**src/rtl/lcd_pkg.sv**
```systemverilog
// Shared constants for the LCD message scheduler: message ids, init commands,
// frame layout and the fixed 16-character line texts.
package lcd_pkg;

    localparam logic [1:0] MSG_ENTER  = 2'd0;
    localparam logic [1:0] MSG_KEY    = 2'd1;
    localparam logic [1:0] MSG_OPEN   = 2'd2;
    localparam logic [1:0] MSG_FREEZE = 2'd3;

    localparam int         FRAME_LEN    = 34;
    localparam logic [5:0] LAST_IDX     = 6'(FRAME_LEN - 1);
    localparam logic [5:0] LINE2_IDX    = 6'd17;
    localparam logic [2:0] INIT_LAST    = 3'd4;
    localparam logic [3:0] KEY_CHAR_POS = 4'd12;

    localparam logic [7:0] CMD_LINE1 = 8'h80;
    localparam logic [7:0] CMD_LINE2 = 8'hC0;

    // Index 0 of each line is the left-most character (most significant byte).
    localparam logic [127:0] TXT_ENTER   = "ENTER PASSWORD  ";
    localparam logic [127:0] TXT_BLANK   = "                ";
    localparam logic [127:0] TXT_KEY     = "KEY VALUE : X   ";
    localparam logic [127:0] TXT_OPEN    = "      OPEN      ";
    localparam logic [127:0] TXT_FREEZE1 = "   !! FREEZE !! ";
    localparam logic [127:0] TXT_FREEZE2 = "   TRY LATER    ";

    typedef enum logic [1:0] {
        ST_INIT,
        ST_IDLE,
        ST_SEND
`ifdef LCD_MIN_HOLD_EN
        , ST_HOLD
`endif
    } state_t;

    function automatic logic [7:0] init_cmd(input logic [2:0] i);
        case (i)
            3'd0:    return 8'h38;
            3'd1:    return 8'h38;
            3'd2:    return 8'h0E;
            3'd3:    return 8'h06;
            default: return 8'h01;
        endcase
    endfunction

    function automatic logic [7:0] hex_ascii(input logic [3:0] v);
        return (v < 4'd10) ? (8'h30 + {4'h0, v}) : (8'h37 + {4'h0, v});
    endfunction

    function automatic logic [7:0] txt_char(input logic [127:0] s, input logic [3:0] pos);
        return s[{~pos, 3'b000} +: 8];
    endfunction

endpackage

```
**src/rtl/lcd_msg_rom.sv**
```systemverilog
// Combinational frame ROM: maps (message, byte index, key character) to the
// {rs, data} pair for that position of a 34-byte frame.
module lcd_msg_rom
    import lcd_pkg::*;
(
    input  logic [1:0] msg_i,
    input  logic [5:0] idx_i,
    input  logic [7:0] key_ascii_i,
    output logic       rs_o,
    output logic [7:0] data_o
);

    logic [127:0] line1;
    logic [127:0] line2;
    logic [3:0]   pos1;
    logic [3:0]   pos2;

    // Low nibble arithmetic wraps correctly for indices 1..16 and 18..33.
    assign pos1 = idx_i[3:0] - 4'd1;
    assign pos2 = idx_i[3:0] - 4'd2;

    always_comb begin
        line1 = TXT_ENTER;
        line2 = TXT_BLANK;
        case (msg_i)
            MSG_KEY: begin
                line1 = TXT_ENTER;
                line2 = TXT_KEY;
            end
            MSG_OPEN: begin
                line1 = TXT_OPEN;
                line2 = TXT_BLANK;
            end
            MSG_FREEZE: begin
                line1 = TXT_FREEZE1;
                line2 = TXT_FREEZE2;
            end
            default: ;
        endcase
    end

    always_comb begin
        rs_o   = 1'b1;
        data_o = 8'h20;
        if (idx_i == 6'd0) begin
            rs_o   = 1'b0;
            data_o = CMD_LINE1;
        end else if (idx_i < LINE2_IDX) begin
            data_o = txt_char(line1, pos1);
        end else if (idx_i == LINE2_IDX) begin
            rs_o   = 1'b0;
            data_o = CMD_LINE2;
        end else if (idx_i <= LAST_IDX) begin
            if (msg_i == MSG_KEY && pos2 == KEY_CHAR_POS)
                data_o = key_ascii_i;
            else
                data_o = txt_char(line2, pos2);
        end
    end

endmodule

```
**src/rtl/lcd_msg_scheduler.sv**
```systemverilog
// Priority-driven LCD message scheduler: runs the controller init sequence,
// then redraws 34-byte frames when the selected message changes.
// Optional minimum-display hold is enabled by defining LCD_MIN_HOLD_EN.
//
//   state | meaning
//   INIT  | sending the five controller setup commands
//   IDLE  | frame on display, waiting for a selection change or redraw
//   SEND  | streaming the snapshotted frame to the bus driver
//   HOLD  | minimum display time; only higher priority or KEY redraws start
module lcd_msg_scheduler
    import lcd_pkg::*;
#(
    parameter int unsigned HOLD_CYCLES = 24000000
) (
    input  logic       CLK,
    input  logic       RESET,
    input  logic       frozen_req,
    input  logic       open_req,
    input  logic       key_req,
    input  logic [3:0] key_value,
    output logic       wr_valid,
    output logic       wr_rs,
    output logic [7:0] wr_data,
    input  logic       wr_ready,
    output logic       busy,
    output logic [1:0] cur_msg
);

    if (HOLD_CYCLES < 1) begin : g_bad_hold
        $error("HOLD_CYCLES must be at least 1");
    end

    state_t     state_q;
    logic [2:0] init_idx_q;
    logic [5:0] idx_q;
    logic [1:0] frame_msg_q;
    logic [7:0] frame_key_q;
    logic [1:0] cur_msg_q;
    logic [3:0] key_val_q;
    logic       key_seen_q;
    logic       pending_q;
    logic       wr_valid_q;
    logic       wr_rs_q;
    logic [7:0] wr_data_q;
    logic       busy_q;

    logic [1:0] sel;
    logic       start;
    logic       xfer;
    logic       rom_rs;
    logic [7:0] rom_data;

`ifdef LCD_MIN_HOLD_EN
    localparam int HW = (HOLD_CYCLES > 1) ? $clog2(HOLD_CYCLES) : 1;
    logic [HW-1:0] hold_cnt_q;
`endif

    assign xfer = wr_valid_q & wr_ready;

    always_comb begin
        if (frozen_req)
            sel = MSG_FREEZE;
        else if (open_req)
            sel = MSG_OPEN;
        else if (key_seen_q)
            sel = MSG_KEY;
        else
            sel = MSG_ENTER;
    end

    // Message ids are ordered by priority, so a numeric compare ranks them.
    always_comb begin
        start = 1'b0;
        if (state_q == ST_IDLE)
            start = (sel != cur_msg_q) | pending_q;
`ifdef LCD_MIN_HOLD_EN
        else if (state_q == ST_HOLD)
            start = (sel > cur_msg_q) | (pending_q & (sel == cur_msg_q));
`endif
    end

    lcd_msg_rom u_rom (
        .msg_i       (frame_msg_q),
        .idx_i       (idx_q + 6'd1),
        .key_ascii_i (frame_key_q),
        .rs_o        (rom_rs),
        .data_o      (rom_data)
    );

    always_ff @(posedge CLK or posedge RESET) begin
        if (RESET) begin
            state_q     <= ST_INIT;
            init_idx_q  <= 3'd0;
            idx_q       <= 6'd0;
            frame_msg_q <= MSG_ENTER;
            frame_key_q <= 8'h30;
            cur_msg_q   <= MSG_ENTER;
            key_val_q   <= 4'd0;
            key_seen_q  <= 1'b0;
            pending_q   <= 1'b0;
            wr_valid_q  <= 1'b0;
            wr_rs_q     <= 1'b0;
            wr_data_q   <= 8'h00;
            busy_q      <= 1'b1;
`ifdef LCD_MIN_HOLD_EN
            hold_cnt_q  <= '0;
`endif
        end else begin
            if (key_req) begin
                key_seen_q <= 1'b1;
                key_val_q  <= key_value;
            end
            // A key arriving on the start cycle misses the snapshot, so it stays pending.
            pending_q <= (pending_q & ~start) | key_req;

            if (start) begin
                frame_msg_q <= sel;
                frame_key_q <= hex_ascii(key_val_q);
                idx_q       <= 6'd0;
                wr_valid_q  <= 1'b1;
                wr_rs_q     <= 1'b0;
                wr_data_q   <= CMD_LINE1;
                busy_q      <= 1'b1;
                state_q     <= ST_SEND;
            end else begin
                case (state_q)
                    ST_INIT: begin
                        if (!wr_valid_q) begin
                            wr_valid_q <= 1'b1;
                            wr_rs_q    <= 1'b0;
                            wr_data_q  <= init_cmd(init_idx_q);
                        end else if (wr_ready) begin
                            if (init_idx_q == INIT_LAST) begin
                                frame_msg_q <= MSG_ENTER;
                                frame_key_q <= hex_ascii(key_val_q);
                                idx_q       <= 6'd0;
                                wr_data_q   <= CMD_LINE1;
                                state_q     <= ST_SEND;
                            end else begin
                                init_idx_q <= init_idx_q + 3'd1;
                                wr_data_q  <= init_cmd(init_idx_q + 3'd1);
                            end
                        end
                    end
                    ST_SEND: begin
                        if (xfer) begin
                            if (idx_q == LAST_IDX) begin
                                wr_valid_q <= 1'b0;
                                cur_msg_q  <= frame_msg_q;
                                busy_q     <= 1'b0;
`ifdef LCD_MIN_HOLD_EN
                                hold_cnt_q <= HW'(HOLD_CYCLES - 1);
                                state_q    <= ST_HOLD;
`else
                                state_q    <= ST_IDLE;
`endif
                            end else begin
                                idx_q     <= idx_q + 6'd1;
                                wr_rs_q   <= rom_rs;
                                wr_data_q <= rom_data;
                            end
                        end
                    end
`ifdef LCD_MIN_HOLD_EN
                    ST_HOLD: begin
                        if (hold_cnt_q == '0)
                            state_q <= ST_IDLE;
                        else
                            hold_cnt_q <= hold_cnt_q - 1'b1;
                    end
`endif
                    default: ;
                endcase
            end
        end
    end

    assign wr_valid = wr_valid_q;
    assign wr_rs    = wr_rs_q;
    assign wr_data  = wr_data_q;
    assign busy     = busy_q;
    assign cur_msg  = cur_msg_q;

endmodule
```
**config.mk**
```make
export PLATFORM = sky130hd
export DESIGN_NAME = lcd_msg_scheduler
export DESIGN_NICKNAME = d
export VERILOG_FILES = /design/src/rtl/lcd_pkg.sv /design/src/rtl/lcd_msg_rom.sv /design/src/rtl/lcd_msg_scheduler.sv
export SDC_FILE = /design/constraint.sdc
export NUM_CORES = 1
export LEC_CHECK = 0
export CORE_MARGIN = 2
export CORE_UTILIZATION = 40
export DETAILED_ROUTE_END_ITERATION = 10
export GPL_TIMING_DRIVEN = 0
export MAX_ROUTING_LAYER = met4
export PLACE_DENSITY = 0.69
export SLEW_MARGIN = 15
export SYNTH_ARGS = -nofsm -noshare
export SYNTH_HDL_FRONTEND = slang
export SYNTH_HIERARCHICAL = 1
export SYNTH_SLANG_ARGS = --single-unit
```
**constraint.sdc**
```tcl
create_clock -name CLK -period 3.42 [get_ports CLK]
set_clock_uncertainty 0.1 [all_clocks]
set_input_delay 0.684 -clock CLK [delete_from_list [all_inputs] [get_ports CLK]]
set_output_delay 0.684 -clock CLK [all_outputs]
set_load 0.01 [all_outputs]
```
**Yosys cells after proc, flatten, opt, wreduce, memory -nomap -nowiden**

Cells that the tools add are included.

- Latch bits: 0
- Memories: 0
- Output and inout bits: 13
- ROM bits: 0
- Input port bits: 10
- RAM bits: 0
- Flip-flop bits (word level): 40
- Word-level logic and storage cells: 139

- Add/sub/neg operators: 6
- Divide/modulo/power cells: 0
- Bitwise logic cells: 8
- Equality and inequality tests: 24
- $lt $le $gt $ge: 3
- Reduce and logical (&&, ||, !) cells: 24
- Mux-type cells: 59
- Multiply operators: 0
- Shift operators: 2

Operator list:

| kind | number |
|---|---|
| $pmux W127 S2 | 2 |
| $shiftx A128 B8 Y8 | 2 |
| $mux W8 | 16 |
| $mux W6 | 6 |
| $pmux W6 S3 | 2 |
| $mux W2 | 13 |
| $ne A3 B3 Y1 const B | 7 |
| $pmux W8 S2 | 1 |
| $reduce_and A4 Y1 | 4 |
| $add A6 B4 Y7 const A | 2 |
| $mux W1 | 14 |
| $reduce_bool A2 Y1 | 7 |
| $eq A3 B2 Y1 const B | 4 |
| $pmux W6 S2 | 1 |
| $reduce_and A6 Y1 | 2 |
| $not A4 Y4 | 2 |
| $mux W7 | 1 |
| $add A6 B1 Y6 const B | 1 |
| $eq A2 B2 Y1 const B | 3 |
| $eq A3 B1 Y1 const B | 2 |
| $eq A6 B5 Y1 const B | 1 |
| $eq A6 B6 Y1 const B | 1 |
| $le A6 B6 Y1 const B | 1 |
| $logic_not A3 Y1 | 2 |
| 22 further kinds | 29 |

**Logic depth before layout (Yosys ltp)**

- Depth after elaboration: 13
- Gate-level depth with buffers: 14
- Mapped depth without buffers: 13

**Cells and area by module**

The synthesis kept the hierarchy.

By module, submodules not included:

| module | instances | cells an instance | area an instance (um2) | sequential area each (um2) |
|---|---|---|---|---|
| lcd_msg_scheduler | 1 | 221 | 2,175.8 | 979.7 |
| lcd_msg_rom | 1 | 168 | 1,163.6 | 0.0 |

**Least setup slack after synthesis**

Ideal clock, no wire load.

- Path type: register -> register
- Start: reg idx_q[0]
- End: reg wr_data_q[2] (netlist: wr_data[2])
- Data required time: 3,199 ps
- Setup time: 121 ps
- Data arrival time: 2,613 ps
- Clock period less this slack: 2,834 ps
- Slack: 586 ps
- Path buffers: 1
- Stages on the path, launching flop included: 13
- Cell sequence: dfrtp_1 ha_1 inv_1 buf_2 inv_1 ha_1 or3b_4 or3_4 nand2_2 a21o_1 o22ai_1 nand2b_1 a22o_1

- Word-level cells in the longest chain between the ends: 13
- Elaborated cells between the ends (all ways): 25
- Classes of those cells: add/sub: 3; order compare: 2; eq/ne: 4; shift: 2; mux: 9; bitwise: 2; reduce/logical: 3

RTL lines:

| what | RTL line | RTL |
|---|---|---|
| start, declared | lcd_msg_scheduler.sv:35 | `logic [5:0] idx_q;` |
| start signal, assigned | lcd_msg_scheduler.sv:158 | `idx_q <= idx_q + 6'd1;` |
| $add A6 B1 Y6 (*) | lcd_msg_scheduler.sv:84 | `.idx_i (idx_q + 6'd1),` |
| $sub A4 B2 Y4 | lcd_msg_rom.sv:20 | `assign pos2 = idx_i[3:0] - 4'd2;` |
| $not A4 Y4 or $eq A4 B4 Y1 (tied branches) | lcd_pkg.sv:51, lcd_msg_rom.sv:54 |  |
| $shiftx A128 B8 Y8 or $logic_and A1 B1 Y1 (tied branches) | lcd_pkg.sv:51, lcd_msg_rom.sv:54 |  |
| $mux W8 | lcd_msg_rom.sv:54 | `if (msg_i == MSG_KEY && pos2 == KEY_CHAR_POS)` |
| $mux W8 | lcd_msg_rom.sv:53 | `end else if (idx_i <= LAST_IDX) begin` |
| $mux W8 | lcd_msg_rom.sv:50 | `end else if (idx_i == LINE2_IDX) begin` |
| $mux W8 | lcd_msg_rom.sv:48 | `end else if (idx_i < LINE2_IDX) begin` |
| $mux W8 (*) | lcd_msg_rom.sv:45 | `if (idx_i == 6'd0) begin` |
| via rom_data[2] | lcd_msg_scheduler.sv:51 | `logic [7:0] rom_data;` |
| $mux W8 (*) | lcd_msg_scheduler.sv:147 | `if (idx_q == LAST_IDX) begin` |
| $mux W8 (*) | lcd_msg_scheduler.sv:146 | `if (xfer) begin` |
| $pmux W8 S2 (*) | lcd_msg_scheduler.sv:126 | `case (state_q)` |
| $mux W8 (*) | lcd_msg_scheduler.sv:116 | `if (start) begin` |
| end signal, assigned | lcd_msg_scheduler.sv:131 | `wr_data_q <= init_cmd(init_idx_q);` |
| end signal, assigned | lcd_msg_scheduler.sv:141 | `wr_data_q <= init_cmd(init_idx_q + 3'd1);` |
| end signal, assigned | lcd_msg_scheduler.sv:160 | `wr_data_q <= rom_data;` |
| end, declared | lcd_msg_scheduler.sv:44 | `logic [7:0] wr_data_q;` |

The timed path passes the listed nets; every way through them passes the cells marked *. The select of a mux whose other input is x is not followed.
A chain may end at the register's enable or synchronous reset.

**Final worst setup path**

Same ends and word-level chain as after synthesis.

==> out/metrics.cfg <==
[clock_tree]
cts_made_buffers=5
clock_sinks=39
cts.clk_slew.worst_paths_ns=0.08
holdBufCountCts=0
htree_levels=2
clk_latency_ns=0.29
cts_setup_buffers=0
tritoncts=built
clockBufferDepth=2
cts_root_buf=clkbuf_8

[yosys]
yosys.area_share.xor_xnor_pct=4.65
ys_types=78
synth_seq_cells=39
ys_seq_area_share_pct=29.3
synth_top_family_by_area=simple AND/OR/NAND/NOR gates
synth-simple-area-share_pct=23.6
synth.largest_area_cell=dfrtp_1
synth.top_cells.by_count=43 x nand2_1, 36 x dfrtp_1, 25 x o21ai_0
async_flop_share_pct=100
netlist_area_mm2=0.00334
synthTopCellsByArea=dfrtp_1 27%, ha_1 6.7%, nand2_1 4.8%
synth_edf_count=0
synth.area.mux_share_pct=6.07
synth.avg_cell_area_um2=8.58
synth.most_common_cell=nand2_1
synth_top_area_share_pct=27.0
synthAdderAreaFrac_pct=6.74
synth-compound-area-share_pct=23.2
syn_inst=389
yosysWarnings=6
synthFlopType=dfrtp_1
syn_nets=417

[drt]
avgRoutedWirePerCell_um=15.2
dr.pass1.iters=5
via_count=2945
final_antenna_net_count=0
avgViaCountPerCell=5.62
wl_um=7960
drc=0
drt_iter0_drc=159

[cells_and_area]
nFillCells=765
regArea_um2=980
diodes=0
areaGrowthSynthToFinish_pct=15.7
multi_input_area_mm2=0.00219
nets=446
drive_gt1_share_pct=16.7

[worst_setup_path]
worst-path-buf-inv=3
cp_cell_sequence=ha_1 > inv_1 > buf_2 > inv_1 > ha_1 > or3b_4 > or3_4 > nand2_2 > a21o_1 > o22ai_1 > nand2b_1 > a22o_1
startpoint_type=flop
cp_top_family=simple AND/OR/NAND/NOR gates
cp-end-kind=flop
slowest_stage=dfrtp_1
r2r_cells=12
cpPeakStageDelay_ns=0.44
crit_type=flop to flop
cp.arrival_ns=3.34
cp_max_fo=10
r2r_slack_ns=0.17
cp.required_ns=3.50
reg2reg_to=wr_data[2]
r2r_start=idx_q[0]

[hold_path]
hold_path_depth=2
min_to=busy
min_path_type=flop to flop
hp-start=busy

[global_route]
grt_pass1_vias=2726
grt_first_pass_wirelength_um=13400
grt_start_max_net_pins=24
grt_usage_pct=19.0
grt_overflow=0
antenna_found_initial=0

[placement]
port_buffers=21
dp_hpwl_um=6020
routabilityCongestion=0.859

[floorplan]
core-area_mm2=0.00813
rows=33
dieHeight_um=95.4
initial_utilization_pct=41.1
dieArea_mm2=0.00910
ios=23
die_x_um=95.4

[sta]
worstMarginPinSlew_ns=0.487
drv_slew=0
period_share_pct=95.1
fmax_mhz=307
finalSetupViolCount=0
slew_headroom_pct=66.7
grt_setup_unrepaired=false
tns_ns=0
period_needed_ns=3.25
finalHoldViolCount=0

[run_status]
status=complete, no violations

[run]
maxCapViolations=0

worst max-delay path by stage:
stage                     slack (ns)     start  cells after the start    endpoint
after floorplan                 0.59  idx_q[0]                     12  wr_data[2]
after global placement          0.09  idx_q[0]                     12  wr_data[1]
after detailed placement         0.1  idx_q[0]                     12  wr_data[1]
after CTS                       0.06  idx_q[0]                     12  wr_data[1]
after global routing           0.001  idx_q[0]                     12  wr_data[3]
final                           0.17  idx_q[0]                     12  wr_data[2]
worst min-delay path, delay by kind of cell (launching register included):
family / cells / cell delay (ns)
DFF: 1 / 0.38
and+or+nand+nor: 2 / 0.10
sequential cells by signal (all words and copies together) (netlist names):
signal	count
cur_msg	2
state_q	2
busy	1
idx_q	6
wr_valid	1
wr_data	8
key_seen_q	1
pending_q	1
frame_msg_q	2
key_val_q	4
init_idx_q	3
wr_rs	1
frame_key_q	7
layout by cell type (no fill, tap or decap), types with 4 or more instances in the layout:
cell / count
a21o_1: 7
buf_2: 10
a31oi_1: 4
nand4_1: 5
ha_1: 18
nor3b_1: 4
clkdlybuf4s50_1: 21
clkbuf_1: 8
nand3_1: 20
o21ai_0: 25
nor2b_1: 10
nand2_1: 43
a21oi_1: 21
dfrtp_1: 36
o22ai_1: 7
a22o_1: 4
mux2_2: 6
mux2i_1: 5
o211ai_1: 4
mux2_4: 5
nor2_1: 23
clkbuf_8: 5
nand2b_1: 7
xnor2_1: 10
nor3_1: 6
inv_1: 16
per-layer routing:
metal  vias up  part of all wire [%]  global-route usage [%]
met5         -                     0                       -
met4         0                   1.3                    4.29
met3         9                   4.6                    1.90
met2        84                    47                    30.5
met1      1395                    47                    26.2
li1       1457                     -                       -
cell families after synthesis:
logic type      after synthesis
fa+ha+maj                    18
buf+inv                      45
flops                        39
compound gates              108
mux                          17
other cells                   1
simple gates                145
xor+xnor                     16
through the flow:
step | std cells | utilization, % | setup WS [ns] | cell area (um^2) | hold WS (ns)
2_1_floorplan | 389 | - | 0.586 | 3340 | 0.365
3_3_place_gp | 515 | 45.3 | 0.0927 | 3680 | 0.346
3_5_place_dp | 516 | 45.6 | 0.0954 | 3710 | 0.355
4_1_cts | 524 | 47.0 | 0.0621 | 3820 | 0.366
5_1_grt | 524 | 47.5 | 0.00148 | 3860 | 0.395
6_report | 524 | 47.5 | 0.167 | 3860 | 0.367
final cells by class:
type / count / area share [%]
clock inverter: 3 / 1.13
buffer: 27 / 3.82
clock buffer: 5 / 1.78
inverter: 18 / 1.75
multi-input combinational: 305 / 56.6
timing repair buffer: 22 / 6.15
tap: 105 / 3.40
sequential: 39 / 25.3
timing repair:
item	in CTS	in global routing
gates resized for setup	0	11
endpoints found under the hold margin	0	0
endpoints found under the setup margin	0	4
Power is left out: the tool's default activity adds up to more than one toggle a clock period on the data nets, which glitch-free logic cannot reach.
